<file path="src/rtl/axi_rd_engine_if.sv">
// AXI4 read-address and read-data channels between the read engine and the crossbar.
interface axi_rd_engine_if;
    logic [3:0]  arid;
    logic [31:0] araddr;
    logic [7:0]  arlen;
    logic [2:0]  arsize;
    logic [1:0]  arburst;
    logic        arvalid;
    logic        arready;
    logic [3:0]  rid;
    logic [31:0] rdata;
    logic [1:0]  rresp;
    logic        rlast;
    logic        rvalid;
    logic        rready;

    modport master (
        output arid, araddr, arlen, arsize, arburst, arvalid, rready,
        input  arready, rid, rdata, rresp, rlast, rvalid
    );

    modport slave (
        input  arid, araddr, arlen, arsize, arburst, arvalid, rready,
        output arready, rid, rdata, rresp, rlast, rvalid
    );
endinterface

</file>
<file path="src/rtl/axi_rd_engine.sv">
// Single-outstanding AXI4 read master serving prefetcher/Dcache word, line and double-line reads.
// Double lines that would cross a 4 KB page are issued as two 4-beat bursts.
module axi_rd_engine #(
    parameter logic [3:0] ARID = 4'd1
) (
    input  logic                 clk,
    input  logic                 reset,
    input  logic                 rd_req,
    input  logic [1:0]           rd_type,
    input  logic [31:0]          rd_addr,
    output logic                 rd_rdy,
    output logic                 ret_valid,
    output logic                 ret_half,
    output logic [255:0]         ret_data,
    axi_rd_engine_if.master      axi
);

    typedef enum logic [2:0] {
        S_IDLE,
        S_AR,
        S_R,
        S_AR2,
        S_R2
    } state_t;

    state_t            state, state_nxt;
    logic [1:0]        typ;
    logic [31:0]       addr;
    logic              split;
    logic [2:0]        cnt;
    logic              full;
    logic [7:0][31:0]  words;
    logic              ret_valid_q;
    logic              ret_half_q;

    logic              accept;
    logic              beat_hs;
    logic              last_burst;
    logic              rd_rdy_c;
    logic              arvalid_c;
    logic              rready_c;
    logic [31:0]       araddr_c;
    logic [7:0]        arlen_c;

    // ID and response code carry no information for a single-outstanding master.
    logic unused_r;
    assign unused_r = ^{axi.rid, axi.rresp};

    assign accept     = rd_req && rd_rdy_c;
    assign beat_hs    = axi.rvalid && rready_c;
    assign last_burst = (state == S_R2) || (state == S_R && !split);

    // State register
    always_ff @(posedge clk) begin
        if (reset) state <= S_IDLE;
        else       state <= state_nxt;
    end

    // Next-state logic
    always_comb begin
        state_nxt = state;
        case (state)
            S_IDLE: if (rd_req)                      state_nxt = S_AR;
            S_AR:   if (axi.arready)                 state_nxt = S_R;
            S_R:    if (beat_hs && axi.rlast)        state_nxt = split ? S_AR2 : S_IDLE;
            S_AR2:  if (axi.arready)                 state_nxt = S_R2;
            S_R2:   if (beat_hs && axi.rlast)        state_nxt = S_IDLE;
            default:                                 state_nxt = S_IDLE;
        endcase
    end

    // Output logic
    always_comb begin
        rd_rdy_c  = (state == S_IDLE);
        arvalid_c = (state == S_AR) || (state == S_AR2);
        rready_c  = (state == S_R)  || (state == S_R2);
        araddr_c  = (state == S_AR2) ? addr + 32'd16 : addr;
        if (typ == 2'd0)              arlen_c = 8'd0;
        else if (typ == 2'd2 && !split) arlen_c = 8'd7;
        else                          arlen_c = 8'd3;
    end

    // Request latch, beat counter and return assembly
    always_ff @(posedge clk) begin
        if (reset) begin
            typ         <= 2'd0;
            addr        <= '0;
            split       <= 1'b0;
            cnt         <= 3'd0;
            full        <= 1'b0;
            words       <= '0;
            ret_valid_q <= 1'b0;
            ret_half_q  <= 1'b0;
        end else begin
            ret_valid_q <= beat_hs && axi.rlast && last_burst;
            ret_half_q  <= beat_hs && (typ == 2'd2) && (cnt == 3'd3) && !full;
            if (accept) begin
                typ   <= (rd_type == 2'd3) ? 2'd1 : rd_type;
                addr  <= rd_addr;
                split <= (rd_type == 2'd2) && (rd_addr[11:4] == 8'hFF);
                cnt   <= 3'd0;
                full  <= 1'b0;
            end else if (beat_hs && !full) begin
                // A word read only ever fills slot 0; stray extra beats are discarded.
                if (typ != 2'd0 || cnt == 3'd0)
                    words[cnt] <= axi.rdata;
                if (cnt == 3'd7) full <= 1'b1;
                else             cnt  <= cnt + 3'd1;
            end
        end
    end

    assign rd_rdy      = rd_rdy_c;
    assign ret_valid   = ret_valid_q;
    assign ret_half    = ret_half_q;
    assign ret_data    = words;

    assign axi.arid    = ARID;
    assign axi.araddr  = araddr_c;
    assign axi.arlen   = arlen_c;
    assign axi.arsize  = 3'd2;
    assign axi.arburst = 2'b01;
    assign axi.arvalid = arvalid_c;
    assign axi.rready  = rready_c;

endmodule
</file>
<file path="src/flat_wrapper.sv">
// flat-port wrapper written by rule: the top's interface ports become plain ports
module axi_rd_engine_flat 
#(
    parameter logic [3:0] ARID = 4'd1
)
  (clk, reset, rd_req, rd_type, rd_addr, rd_rdy, ret_valid, ret_half, ret_data, axi_arid, axi_araddr, axi_arlen, axi_arsize, axi_arburst, axi_arvalid, axi_rready, axi_arready, axi_rid, axi_rdata, axi_rresp, axi_rlast, axi_rvalid);
  axi_rd_engine_if axi_i ();
  input  logic clk;
  input  logic reset;
  input  logic rd_req;
  input  logic [1:0] rd_type;
  input  logic [31:0] rd_addr;
  output logic rd_rdy;
  output logic ret_valid;
  output logic ret_half;
  output logic [255:0] ret_data;
  output wire logic [$bits(axi_i.arid)-1:0] axi_arid;
  output wire logic [$bits(axi_i.araddr)-1:0] axi_araddr;
  output wire logic [$bits(axi_i.arlen)-1:0] axi_arlen;
  output wire logic [$bits(axi_i.arsize)-1:0] axi_arsize;
  output wire logic [$bits(axi_i.arburst)-1:0] axi_arburst;
  output wire logic [$bits(axi_i.arvalid)-1:0] axi_arvalid;
  output wire logic [$bits(axi_i.rready)-1:0] axi_rready;
  input wire logic [$bits(axi_i.arready)-1:0] axi_arready;
  input wire logic [$bits(axi_i.rid)-1:0] axi_rid;
  input wire logic [$bits(axi_i.rdata)-1:0] axi_rdata;
  input wire logic [$bits(axi_i.rresp)-1:0] axi_rresp;
  input wire logic [$bits(axi_i.rlast)-1:0] axi_rlast;
  input wire logic [$bits(axi_i.rvalid)-1:0] axi_rvalid;
  assign axi_arid = axi_i.arid;
  assign axi_araddr = axi_i.araddr;
  assign axi_arlen = axi_i.arlen;
  assign axi_arsize = axi_i.arsize;
  assign axi_arburst = axi_i.arburst;
  assign axi_arvalid = axi_i.arvalid;
  assign axi_rready = axi_i.rready;
  assign axi_i.arready = axi_arready;
  assign axi_i.rid = axi_rid;
  assign axi_i.rdata = axi_rdata;
  assign axi_i.rresp = axi_rresp;
  assign axi_i.rlast = axi_rlast;
  assign axi_i.rvalid = axi_rvalid;
  axi_rd_engine #(.ARID(ARID)) u_core (.clk(clk), .reset(reset), .rd_req(rd_req), .rd_type(rd_type), .rd_addr(rd_addr), .rd_rdy(rd_rdy), .ret_valid(ret_valid), .ret_half(ret_half), .ret_data(ret_data), .axi(axi_i));
endmodule
</file>
<file path="config.mk">
export PLATFORM = sky130hd
export DESIGN_NAME = axi_rd_engine_flat
export DESIGN_NICKNAME = d
export VERILOG_FILES = /design/src/rtl/axi_rd_engine_if.sv /design/src/rtl/axi_rd_engine.sv /design/src/flat_wrapper.sv
export SDC_FILE = /design/constraint.sdc
export NUM_CORES = 1
export LEC_CHECK = 0
export ABC_AREA = 1
export BUFFER_PORTS_ARGS = -buffer_cell sky130_fd_sc_hd__buf_2
export CAP_MARGIN = 30
export CORE_ASPECT_RATIO = 1.2
export CORE_MARGIN = 2
export CORE_UTILIZATION = 30
export DETAILED_ROUTE_END_ITERATION = 6
export GPL_ROUTABILITY_DRIVEN = 0
export PLACE_DENSITY = 0.48
export SLEW_MARGIN = 20
export SYNTH_ARGS = -nofsm -noshare
export SYNTH_HDL_FRONTEND = slang
export SYNTH_SLANG_ARGS = --single-unit
</file>
<file path="constraint.sdc">
create_clock -name clk -period 2.8 [get_ports clk]
set_input_delay 0.56 -clock clk [delete_from_list [all_inputs] [get_ports clk]]
set_output_delay 0.56 -clock clk [all_outputs]
set_load 0.1 [all_outputs]
</file>
After elaboration in Yosys (flattened, before gate mapping)
Cells that the tools add are included.
W data, S select, Z words.

storage, ports and cells
  flip-flop bits (word level) = 300
  word-level logic and storage cells = 78

cells by class
  reduce and logical (&&, ||, !) cells = 27
  multiplexer cells = 14
  bitwise operators = 2
  order comparisons = 2
  equal/unequal tests = 15
  add/subtract/negate cells = 2

operator list
  operator                 count
  $bwmux W256              1
  $demux W32 S3            1
  $mux W32                 2
  $add A32 B5 Y32 const B  1
  $mux W3                  6
  $pmux W3 S5              1
  $logic_and A1 B1 Y1      12
  $eq A3 B2 Y1 const B     3
  $eq A8 B8 Y1 const B     1
  $mux W8                  1
  $eq A2 B2 Y1 const B     3
  $eq A3 B3 Y1 const B     2
  $logic_not A3 Y1         2
  $ne A2 B2 Y1 const B     3
  $reduce_and A5 Y1        1
  $logic_or A1 B1 Y1       4
  $lt A3 B4 Y1 const B     1
  $mux W2                  2
  $ne A2 B1 Y1 const B     2
  $reduce_and A2 Y1        2
  $add A3 B1 Y3 const B    1
  $eq A3 B1 Y1 const B     1
  $ge A3 B1 Y1 const B     1
  $reduce_and A3 Y1        1
  5 further kinds          7

Depth between registers and ports, before layout
  depth in word-level cells = 6
  gate-level depth with buffers = 12
  mapped depth without buffers = 10

Least setup slack after synthesis
No wires, ideal clock.

  path type = reg-to-output
  from = register u_core.state[2]
  to = output port axi_araddr[5]
  cell stages (with the launch flop) = 5
  path buffers = 0
  setup slack = -0.546 ns
  arrival = 2.786 ns
  cell sequence = dfxtp_1 inv_1 nand3_1 inv_2 o21ai_0

on the way
  longest elaborated chain between the ends = 2

RTL lines
  item                    RTL line             text
  from (decl)             axi_rd_engine.sv:26  state_t state, state_nxt;
  from (signal assigned)  axi_rd_engine.sv:56  else state <= state_nxt;
  $eq A3 B2 Y1            axi_rd_engine.sv:77  araddr_c = (state == S_AR2) ? addr + 32'd16 : addr;
  $mux W32                axi_rd_engine.sv:77
  to (decl)               flat_wrapper.sv:18   output wire logic [$bits(axi_i.araddr)-1:0] axi_araddr;

Every way passes these cells.

Final worst setup path
  from = register u_core.addr[5]
  to = output port axi_araddr[15]

on the way
  longest elaborated chain between the ends = 2

RTL lines
  item                    RTL line             text
  from (decl)             axi_rd_engine.sv:28  logic [31:0] addr;
  from (signal assigned)  axi_rd_engine.sv:99  addr <= rd_addr;
  $add A32 B5 Y32         axi_rd_engine.sv:77
  $mux W32                axi_rd_engine.sv:77

Every way passes these cells.

==> impl_metrics.py <==
metrics = {
    "pwr": {
        "powerDensity_nw_per_um2": 797,
        "vdd_ir_drop_max_mv": 0.440,
        "p_leak_nw": 7.71,
    },
    "grt": {
        "antenna_found_initial": 2,
        "grt_usage": 0.216,
        "grt_pass1_wl_um": 74000,
        "overflow": 0,
        "grt_max_degree": 113,
        "grt_pass1_vias": 11600,
    },
    "worst_setup_path": {
        "cp_top_family": "simple AND/OR/NAND/NOR gates",
        "slowest_delay_ns": 0.36,
        "critPathRequiredTime_ns": 2.24,
        "cp_data_arrival_time_ns": 2.15,
        "path_buf_inv": 3,
        "cp_slowest_cell": "dfxtp_2",
        "end_kind": "output pin",
        "path_cells": "buf_4 > nand3_1 > nor2_4 > nand2_2 > nor2_2 > buf_4 > xor2_2 > buf_12",
        "startpoint_type": "flip-flop",
        "worst_path_most_repeated_cell": "buf_4",
        "crit_fanout": 4,
        "path_class": "flip-flop to output pin",
    },
    "synth": {
        "synth_top_area_frac": 0.458,
        "synthArstFlopShare": 0,
        "ys_top_cells_by_count": "344 x nand2_1, 300 x dfxtp_1, 296 x a21oi_1",
        "synth_top_area_cell": "dfxtp_1",
        "ys_warn_count": 0,
        "avgSynthCellArea_um2": 7.11,
        "synth_cell_types": 30,
        "synth_edf_count": 0,
        "netlist_area_um2": 13100,
        "synthCells": 1843,
        "ys_ff_latch": 300,
        "synth_area_leaders": "dfxtp_1 46%, a21oi_1 11%, nand3_1 10%, nand2_1 9.9%, nor2_1 8.2%",
        "ys.flop_type": "dfxtp_1",
        "seq_area_frac_synth": 0.458,
        "yosysMostFrequentCell": "nand2_1",
    },
    "floorplanning": {
        "rows": 83,
        "die_height_um": 233,
        "start_util": 0.305,
        "die_w_um": 195,
        "fp.coreArea_um2": 43000,
        "ios": 388,
        "die_area_um2": 45400,
    },
    "route": {
        "drt_wl_total_um": 51100,
        "viasPerCell": 4.83,
        "drc": 0,
        "drtIter0Drc": 856,
        "drt_pass1_iterations": 5,
        "ant_nets": 0,
        "wl_per_cell_um": 18.8,
        "vias": 13100,
    },
    "layout": {
        "syn2layout_area_growth_pct": 29.5,
        "post_layout_nonfiller_instances": 2713,
        "final_util": 0.395,
        "drive_gt1_frac": 0.244,
        "fin_nets": 2218,
        "fill_cells": 4638,
        "n_antenna_cell": 0,
    },
    "sta": {
        "fin_skew_ns": 0.0131,
        "slew_viol_final": 0,
        "period_minus_slack_ns": 2.71,
        "fin_ws_ns": 0.0933,
        "max_freq_mhz": 369,
        "period_share": 0.967,
        "finalHoldViolCount": 0,
        "rsz0062_at_grt": "true",
        "holdWs_ns": 0.280,
        "slew_headroom": 0.423,
        "tns_ns": 0,
        "tightest_slew_ns": 0.865,
        "setup-violations-final": 0,
    },
    "clock_network": {
        "htree_levels": 2,
        "ctsRootBufferMaster": "clkbuf_16",
        "cts_tree": "done",
        "clkLatencyLatePin_ns": 0.52,
        "clock-sinks": 300,
        "cts-buffers-inserted": 35,
        "cts_hold_buf": 0,
        "clock_path_buffers": 3,
        "cts.reportedPaths.clkPinSlew_ns": 0.06,
    },
    "worst_hold_path": {
        "hold_path.class": "input port to flip-flop",
    },
    "place": {
        "dp_hpwl_um": 33600,
        "dp_cells": 2648,
        "port_buffers": 367,
        "pre_cts_ws_ns": 0.248,
    },
    "job": {
        "drv_cap": 0,
    },
    "run_status": {
        "status": "completed",
    },
}
-- worst paths after layout --
check | from | endpoint | slack [ns] | cells after the start
setup / recovery | u_core.addr[5] | axi_araddr[15] | 0.09 | 8
hold / removal | rd_addr[1] | u_core.addr[1] | 0.28 | 3
setup reg to reg | u_core.cnt[0] | u_core.ret_data[114] | 0.48 | 11
hold reg to reg | u_core.addr[1] | u_core.addr[1] | 0.46 | 2
-- cell families (layout without fill, tap and decap cells) --
kind of cell             count (synthesis)  count (layout)  share of synthesized area
AND/OR/NAND/NOR                        934             934                      0.303
AO/OA/AOI/OAI                          330             330                      0.126
flip-flops                             300             300                      0.458
buffers and inverters                  252             558                     0.0933
XOR/XNOR                                20              20                     0.0134
adder cells (fa/ha/maj)                  5               5                    0.00477
other                                    2              14                   0.000573
-- worst register-to-register path: stages (launching register included) --
cell and delay (ns):
dfxtp_1 0.46, inv_2 0.28, ha_1 0.19, nand2_1 0.07, nand2_1 0.07, nand2_1 0.08
nor2_4 0.17, buf_12 0.26, buf_4 0.39, nand3_1 0.12, nand2_1 0.09, nor2_1 0.05
-- layer usage --
metal | global-route usage | vias up | routed length (µm)
met5 | 0 | - | 5
met4 | 0.0730 | 2 | 1620
met3 | 0.0573 | 83 | 4060
met2 | 0.339 | 433 | 23000
met1 | 0.287 | 6029 | 22400
li1 | - | 6560 | -
-- power breakdown --
part	switching [W]	leakage (nW)	total [W]	internal, W
logic	0.00322	4.70	0.00408	0.000858
clock network	0.00185	0.587	0.00475	0.00291
registers	0.000204	2.43	0.00471	0.00450
-- flip-flops by register name, summed over array words and instances (netlist names) --
signal and count:
u_core.ret_data 256, u_core.addr 32, u_core.cnt 3, u_core.state 3, u_core.typ 2, u_core.full 1
u_core.ret_half 1, u_core.ret_valid 1, u_core.split 1
-- cell type report --
| class | count | area, µm² | share of cell area |
|---|---|---|---|
| Tap cell | 552 | 691 | 0.0407 |
| Timing Repair Buffer | 407 | 2540 | 0.150 |
| Inverter | 88 | 338 | 0.0199 |
| Multi-Input combinational cell | 1303 | 6200 | 0.365 |
| Sequential cell | 300 | 6020 | 0.355 |
| Clock inverter | 8 | 115 | 0.00678 |
| Clock buffer | 55 | 1070 | 0.0632 |
-- layout by cell type (no fill, tap or decap), types with 29 or more instances in the layout --
master / Yosys / layout
buf_2: 11 / 347
nand2_1: 344 / 340
a21oi_1: 296 / 296
dfxtp_1: 300 / 290
nor2_1: 286 / 278
nand3_1: 265 / 262
inv_1: 82 / 80
clkbuf_16: 0 / 37
o21ai_0: 31 / 29
buf_4: 68 / 29
-- metrics by stage --
step,area [µm²],power [W]
2_1_floorplan,13300,0.00792
3_3_place_gp,15600,0.00881
3_5_place_dp,15600,0.00882
4_1_cts,16900,0.0136
5_1_grt,17000,0.0141
6_report,17000,0.0135
-- what timing repair did --
item / in CTS / in global routing
resized for setup: 26 / 21
setup endpoints to repair: 21 / 16
pin swaps: 4 / 9
buffers inserted: 0 / 2
Note: power is estimated with default switching activity, not from simulation.
